## config.mk

```make
export PLATFORM = sky130hd
export DESIGN_NAME = store_buffer_flat
export DESIGN_NICKNAME = d
export VERILOG_FILES = /design/src/rtl/store_buffer_pkg.sv /design/src/rtl/store_buffer_if.sv /design/src/rtl/store_buffer_fifo.sv /design/src/rtl/store_buffer.sv /design/src/flat_wrapper.sv
export SDC_FILE = /design/constraint.sdc
export NUM_CORES = 1
export LEC_CHECK = 0
export ABC_AREA = 1
export BUFFER_PORTS_ARGS = -buffer_cell sky130_fd_sc_hd__buf_2
export CELL_PAD_IN_SITES_DETAIL_PLACEMENT = 1
export CELL_PAD_IN_SITES_GLOBAL_PLACEMENT = 2
export CORE_MARGIN = 2
export CORE_UTILIZATION = 34
export CTS_BUF_LIST = sky130_fd_sc_hd__clkbuf_16
export DETAILED_ROUTE_END_ITERATION = 16
export PLACE_DENSITY_LB_ADDON = 0.3
export RECOVER_POWER = 25
export SYNTH_ARGS = -nofsm -noshare
export SYNTH_HDL_FRONTEND = slang
export SYNTH_SLANG_ARGS = --single-unit
```

## constraint.sdc

```tcl
create_clock -name clk -period 7.8 [get_ports clk]
set_input_delay 0.78 -clock clk [delete_from_list [all_inputs] [get_ports clk]]
set_output_delay 0.78 -clock clk [all_outputs]
set_load 0.02 [all_outputs]
```

## src/rtl/store_buffer_pkg.sv

```systemverilog
// Store buffer shared types and defaults.
// Entry layout and word-granular address compare.
package store_buffer_pkg;
  localparam int SB_DEPTH = 4;
  localparam int SB_AW    = 32;
  localparam int SB_DW    = 32;

  typedef struct packed {
    logic [SB_AW-1:0] addr;
    logic [SB_DW-1:0] data;
  } sb_entry_t;

  function automatic logic sb_word_match(
    input logic [SB_AW-1:0] a,
    input logic [SB_AW-1:0] b
  );
    return a[SB_AW-1:2] == b[SB_AW-1:2];
  endfunction
endpackage

```

## src/rtl/store_buffer_if.sv

```systemverilog
// Drain port from the store buffer to data memory.
// Master presents the head entry; slave accepts with mem_ready.
interface store_buffer_if
  import store_buffer_pkg::*;
#(
  parameter int AW = SB_AW,
  parameter int DW = SB_DW
);
  logic          mem_valid;
  logic [AW-1:0] mem_addr;
  logic [DW-1:0] mem_wdata;
  logic          mem_ready;

  modport master (
    output mem_valid,
    output mem_addr,
    output mem_wdata,
    input  mem_ready
  );

  modport slave (
    input  mem_valid,
    input  mem_addr,
    input  mem_wdata,
    output mem_ready
  );
endinterface

```

## src/rtl/store_buffer_fifo.sv

```systemverilog
// Store buffer storage: entry array, wrap pointers, count.
// Pointers carry an extra lap bit to tell full from empty.
module store_buffer_fifo
  import store_buffer_pkg::*;
#(
  parameter int DEPTH = SB_DEPTH,
  localparam int IW = $clog2(DEPTH),
  localparam int PW = IW + 1
) (
  input  logic      clk,
  input  logic      reset,
  input  logic      push,
  input  sb_entry_t push_entry,
  input  logic      pop,
  output sb_entry_t head,
  output sb_entry_t entries [DEPTH],
  output logic [IW-1:0] rd_idx,
  output logic [PW-1:0] count,
  output logic      full,
  output logic      empty
);
  logic [PW-1:0] wr_ptr_q, wr_ptr_d;
  logic [PW-1:0] rd_ptr_q, rd_ptr_d;
  sb_entry_t     mem_q [DEPTH];
  sb_entry_t     mem_d [DEPTH];
  logic          do_push;
  logic          do_pop;

  assign empty = wr_ptr_q == rd_ptr_q;
  assign full  = (wr_ptr_q ^ rd_ptr_q)
               == {1'b1, {IW{1'b0}}};
  assign count = wr_ptr_q - rd_ptr_q;

  assign do_push = push & ~full;
  assign do_pop  = pop & ~empty;

  assign rd_idx  = rd_ptr_q[IW-1:0];
  assign head    = mem_q[rd_idx];
  assign entries = mem_q;

  always_comb begin
    wr_ptr_d = wr_ptr_q + PW'(do_push);
    rd_ptr_d = rd_ptr_q + PW'(do_pop);
    mem_d    = mem_q;
    if (do_push) mem_d[wr_ptr_q[IW-1:0]] = push_entry;
  end

  always_ff @(posedge clk) begin
    if (reset) begin
      wr_ptr_q <= '0;
      rd_ptr_q <= '0;
    end else begin
      wr_ptr_q <= wr_ptr_d;
      rd_ptr_q <= rd_ptr_d;
    end
  end

  // Payload needs no reset: pointers alone define validity.
  always_ff @(posedge clk) begin
    mem_q <= mem_d;
  end
endmodule

```

## src/rtl/store_buffer.sv

```systemverilog
// Zero-stall store buffer between core and data memory.
// Drains in order, forwards youngest match to loads.
module store_buffer
  import store_buffer_pkg::*;
#(
  parameter int DEPTH = SB_DEPTH,
  parameter int AW    = SB_AW,
  parameter int DW    = SB_DW,
  localparam int IW = $clog2(DEPTH),
  localparam int PW = IW + 1
) (
  input  logic          clk,
  input  logic          reset,
  input  logic          memwrite,
  input  logic [AW-1:0] dataadr,
  input  logic [DW-1:0] writedata,
  output logic          stall,
  output logic          fwd_hit,
  output logic [DW-1:0] fwd_data,
  output logic [PW-1:0] count,
  output logic          empty,
  output logic          full,
  output logic          err_misaligned,
  store_buffer_if.master mem
);
  sb_entry_t     head;
  sb_entry_t     push_entry;
  sb_entry_t     entries [DEPTH];
  logic [IW-1:0] rd_idx;
  logic          enq;
  logic          deq;
  logic          err_q, err_d;

  assign stall = memwrite & full;
  assign enq   = memwrite & ~full;
  assign deq   = ~empty & mem.mem_ready;

  assign push_entry.addr = dataadr;
  assign push_entry.data = writedata;

  store_buffer_fifo #(.DEPTH(DEPTH)) u_fifo (
    .clk        (clk),
    .reset      (reset),
    .push       (enq),
    .push_entry (push_entry),
    .pop        (deq),
    .head       (head),
    .entries    (entries),
    .rd_idx     (rd_idx),
    .count      (count),
    .full       (full),
    .empty      (empty)
  );

  assign mem.mem_valid = ~empty;
  assign mem.mem_addr  = head.addr;
  assign mem.mem_wdata = head.data;

  // Scan oldest to youngest so the last hit wins.
  always_comb begin
    logic [IW-1:0] idx;
    idx      = '0;
    fwd_hit  = 1'b0;
    fwd_data = '0;
    for (int i = 0; i < DEPTH; i++) begin
      idx = rd_idx + IW'(i);
      if (PW'(i) < count &&
          sb_word_match(entries[idx].addr, dataadr)) begin
        fwd_hit  = 1'b1;
        fwd_data = entries[idx].data;
      end
    end
  end

  always_comb begin
    err_d = err_q | (enq & (|dataadr[1:0]));
  end

  always_ff @(posedge clk) begin
    if (reset) err_q <= 1'b0;
    else       err_q <= err_d;
  end

  assign err_misaligned = err_q;
endmodule

```

## src/flat_wrapper.sv

```systemverilog
// flat-port wrapper written by rule: the top's interface ports become plain ports
module store_buffer_flat import store_buffer_pkg::*;
#(
  parameter int DEPTH = SB_DEPTH,
  parameter int AW    = SB_AW,
  parameter int DW    = SB_DW,
  localparam int IW = $clog2(DEPTH),
  localparam int PW = IW + 1
)
  (clk, reset, memwrite, dataadr, writedata, stall, fwd_hit, fwd_data, count, empty, full, err_misaligned, mem_mem_valid, mem_mem_addr, mem_mem_wdata, mem_mem_ready);
  store_buffer_if #(.AW(AW), .DW(DW)) mem_i ();
  input  logic clk;
  input  logic reset;
  input  logic memwrite;
  input  logic [AW-1:0] dataadr;
  input  logic [DW-1:0] writedata;
  output logic stall;
  output logic fwd_hit;
  output logic [DW-1:0] fwd_data;
  output logic [PW-1:0] count;
  output logic empty;
  output logic full;
  output logic err_misaligned;
  output wire logic [$bits(mem_i.mem_valid)-1:0] mem_mem_valid;
  output wire logic [$bits(mem_i.mem_addr)-1:0] mem_mem_addr;
  output wire logic [$bits(mem_i.mem_wdata)-1:0] mem_mem_wdata;
  input wire logic [$bits(mem_i.mem_ready)-1:0] mem_mem_ready;
  assign mem_mem_valid = mem_i.mem_valid;
  assign mem_mem_addr = mem_i.mem_addr;
  assign mem_mem_wdata = mem_i.mem_wdata;
  assign mem_i.mem_ready = mem_mem_ready;
  store_buffer #(.DEPTH(DEPTH), .AW(AW), .DW(DW)) u_core (.clk(clk), .reset(reset), .memwrite(memwrite), .dataadr(dataadr), .writedata(writedata), .stall(stall), .fwd_hit(fwd_hit), .fwd_data(fwd_data), .count(count), .empty(empty), .full(full), .err_misaligned(err_misaligned), .mem(mem_i));
endmodule
```

==> impl_metrics.csv <==
group,metric,value,unit
power_and_ir_drop,pwr-share-clk,0.268,
floorplan,dieArea,55190,sq um
routing,wl_per_cell,19.04,um
worst_setup_path,crit_path_cell_trace,"inv_4, nand2_2, nand2_4, buf_4, nand3_1, nand3_1, nand2_1, nor2_1, nand2_1, nor2_1, nand2_1, nor2_4, buf_4, nor2_2, buf_4, nor2_1, nand2_1, nand2_1, buf_2",
worst_setup_path,crit_type,"flop to output pin",
finish,fillers,6704,
yosys,yosysSeqAreaShare,0.4317,
floorplan,die_w,234.9,um
worst_setup_path,critPathRequiredTime,7020,ps
power_and_ir_drop,power_density,274.1,nW/um^2
finish,layout.nets,2771,
power_and_ir_drop,p_int,3.179,mW
worst_setup_path,slowest_stage,"nand2_4",
cts,post-cts-setup-buffers,0,
routing,drt_iter0_drc,992,
floorplan,pin_count,173,
sta,fin_crit_sh,0.7625,
routing,ant_nets,0,
finish,final_core_util,0.3858,
floorplan,rows,84,
yosys,syn_area_per_cell,6.976,sq um
cts,cts_tree,"built",
worst_hold_path,min_path_type,"flop to flop",
global_routing,grt_pass1_wl,102000,um
routing,dr.pass1.iters,5,
worst_setup_path,end_kind,"output pin",
worst_setup_path,slowest_delay,750,ps
power_and_ir_drop,p_leak,9.709,nW
yosys,syn_inst,2599,
flow_run,cap_viol_max_count,0,
floorplan,fp.dieH,234.9,um
power_and_ir_drop,p_sw_frac,0.4290,
finish,final_layout_size_suffix_gt1_frac,0.07944,
yosys,synth_edf_count,256,
yosys,synth_largest_area_cell,"edfxtp_1",
yosys,synth_area_leaders,"edfxtp_1, nand2_1, nand3_1, o21ai_0, inv_1",
cts,cts_buffers,35,
place,pre_cts_slack,2404,ps
cts,cts_root_buf,"clkbuf_16",
routing,routed_wl,64890,um
place,portBuffers,172,
run_status,status,"finished, final reports clean",
power_and_ir_drop,power_frac_seq,0.300,
yosys,yosysMostFrequentCell,"nand2_1",
sta,setup_tns,0,ps
sta,hold_viol,0,
sta,max_clock_freq,168.1,MHz
cts,cts_resized,0,
cts,insertion_delay,550,ps
worst_setup_path,worst-path-buf-inv,5,
sta,rsz0062_at_grt,"false",
worst_setup_path,critPathMostFrequentCell,"nand2_1",
sta,hold_ws,448.8,ps
sta,maxSlewViolCount,0,
global_routing,grt_use_total,0.2330,
sta,setup_viol,0,
power_and_ir_drop,power.switching,2.389,mW
yosys,synth-seq-cells,263,
place,post-dp-hpwl,44810,um
worst_setup_path,path_delay_family,"simple AND/OR/NAND/NOR gates",
yosys,ys_top_cells_by_count,"nand2_1, nand3_1, edfxtp_1, inv_1, o21ai_0",
yosys,synth_warnings,0,
power_and_ir_drop,vdd_drop_max,0.0001516,V
global_routing,grt_pass1_vias,18010,
routing,vias_per_cell,5.150,
yosys,ys_types,29,
floorplan,start_util,0.3443,
cts,ctsLongestPathBuffers,3,
finish,area.growth.synth_to_final,12.03,%
yosys,netlist_area,18130,sq um
cts,clock_sinks,263,
global_routing,antenna_found_initial,2,
sta,fin_crit,5948,ps
yosys,synth_nets,2674,
yosys,synth_flop_cell,"edfxtp_1",
worst_setup_path,cp-start-kind,"flop",
cts,clkSlewWorstSetupHoldPaths,50,ps
place,globalplace.congestion,0.8192,
cts,cts_htree_levels,2,
worst_setup_path,cp.arrival,5170,ps
global_routing,overflow,0,
power_and_ir_drop,combPwrFrac,0.432,
sta,slew_headroom,0.2499,
yosys,synthArstFlopShare,0,
floorplan,core_area,52660,sq um
sta,tightest_slew,1125,ps
cts,ctsHoldBuffers,0,
yosys,yosysTopAreaCellShare,0.4240,
worst_setup_path,path_max_fanout,83,
sta,timing.final.ws_setup,1852,ps
global_routing,grt_max_degree,105,
sta,finClkSkew,15.02,ps
routing,vias,17550,
routing,drc_errors,0,
-- flip-flops by register name, summed over array words and instances (netlist names) --
signal and cells:
u_core.u_fifo.entries 256, u_core.err_misaligned 1, u_core.u_fifo.rd_ptr_q 3, u_core.u_fifo.wr_ptr_q 3
-- stage by stage --
stage | area, sq um | cells | power (mW)
4_1_cts | 20360 | 3407 | 5.647
2_1_floorplan | 18130 | 2599 | 3.456
3_5_place_dp | 19310 | 3347 | 4.130
3_3_place_gp | 19310 | 3347 | 4.053
6_report | 20310 | 3408 | 5.568
5_1_grt | 20310 | 3407 | 5.988
-- cells in the final DEF, fill, tap and decap left out, drive strengths merged --
cell	synthesis	layout
a21oi	2	2
a22oi	2	2
buf	109	156
bufinv	0	1
clkbuf	27	77
clkinv	0	12
dfxtp	7	7
diode	0	1
edfxtp	256	256
fa	1	1
ha	6	6
inv	211	221
mux2i	62	62
nand2	1215	1215
nand3	361	361
nand4	12	12
nor2	98	98
nor3	5	5
o211ai	1	1
o21ai	219	219
o21bai	1	1
xnor2	2	2
xor2	2	2
-- tightest hold or removal path, delay by kind of cell (launching register included) --
kind / cells / cell delay [ps]
buffers and inverters: 1 / 50
DFF: 1 / 300
AOI/OAI and AO/OA: 1 / 50
-- worst paths after layout --
check / start / to / slack [ps] / cells after the start
worst max-delay path: u_core.u_fifo.rd_ptr_q[0] / fwd_data[4] / 1850 / 19
worst min-delay path: u_core.err_misaligned / u_core.err_misaligned / 450 / 2
worst max register to register: u_core.u_fifo.rd_ptr_q[0] / u_core.u_fifo.entries[192] / 3960 / 9
worst min register to register: u_core.err_misaligned / u_core.err_misaligned / 450 / 2
-- final cells by class --
class                      instances  area, sq um  share of cell area
multi-input combinational       1989         8780              0.4322
sequential                       263         7833              0.3856
timing repair buffer             196        991.0             0.04878
clock buffer                      37        925.9             0.04558
tap                              688        860.8             0.04238
inverter                         211        799.5             0.03936
clock inverter                    23        121.4            0.005975
antenna                            1        2.502           0.0001232
-- cell families after synthesis --
family | count (synthesis) | synth area share
adders and majority gates | 7 | 0.005245
xor gates and xnor gates | 4 | 0.001933
and+or+nand+nor | 1691 | 0.3781
muxes | 62 | 0.03423
AOI/OAI and AO/OA | 225 | 0.06266
DFF | 263 | 0.4317
buffers and inverters | 347 | 0.08612
-- metal layers --
metal,GRT usage,up-vias,part of all wire
li1,-,8642,-
met5,0,-,0.00020
met4,0.06195,2,0.019
met3,0.02526,65,0.032
met1,0.2957,8545,0.45
met2,0.4189,298,0.50
-- power by group through the flow --
| stage | Clock [mW] | Sequential, mW | Combinational (mW) |
|---|---|---|---|
| after global placement | 0 | 1.70 | 2.36 |
| final | 1.49 | 1.67 | 2.41 |
| after CTS | 1.54 | 1.67 | 2.44 |
| after detailed placement | 0 | 1.70 | 2.43 |
| after global routing | 1.58 | 1.68 | 2.73 |
| after floorplan | 0 | 1.69 | 1.77 |
(Power assumes the default switching activity.)
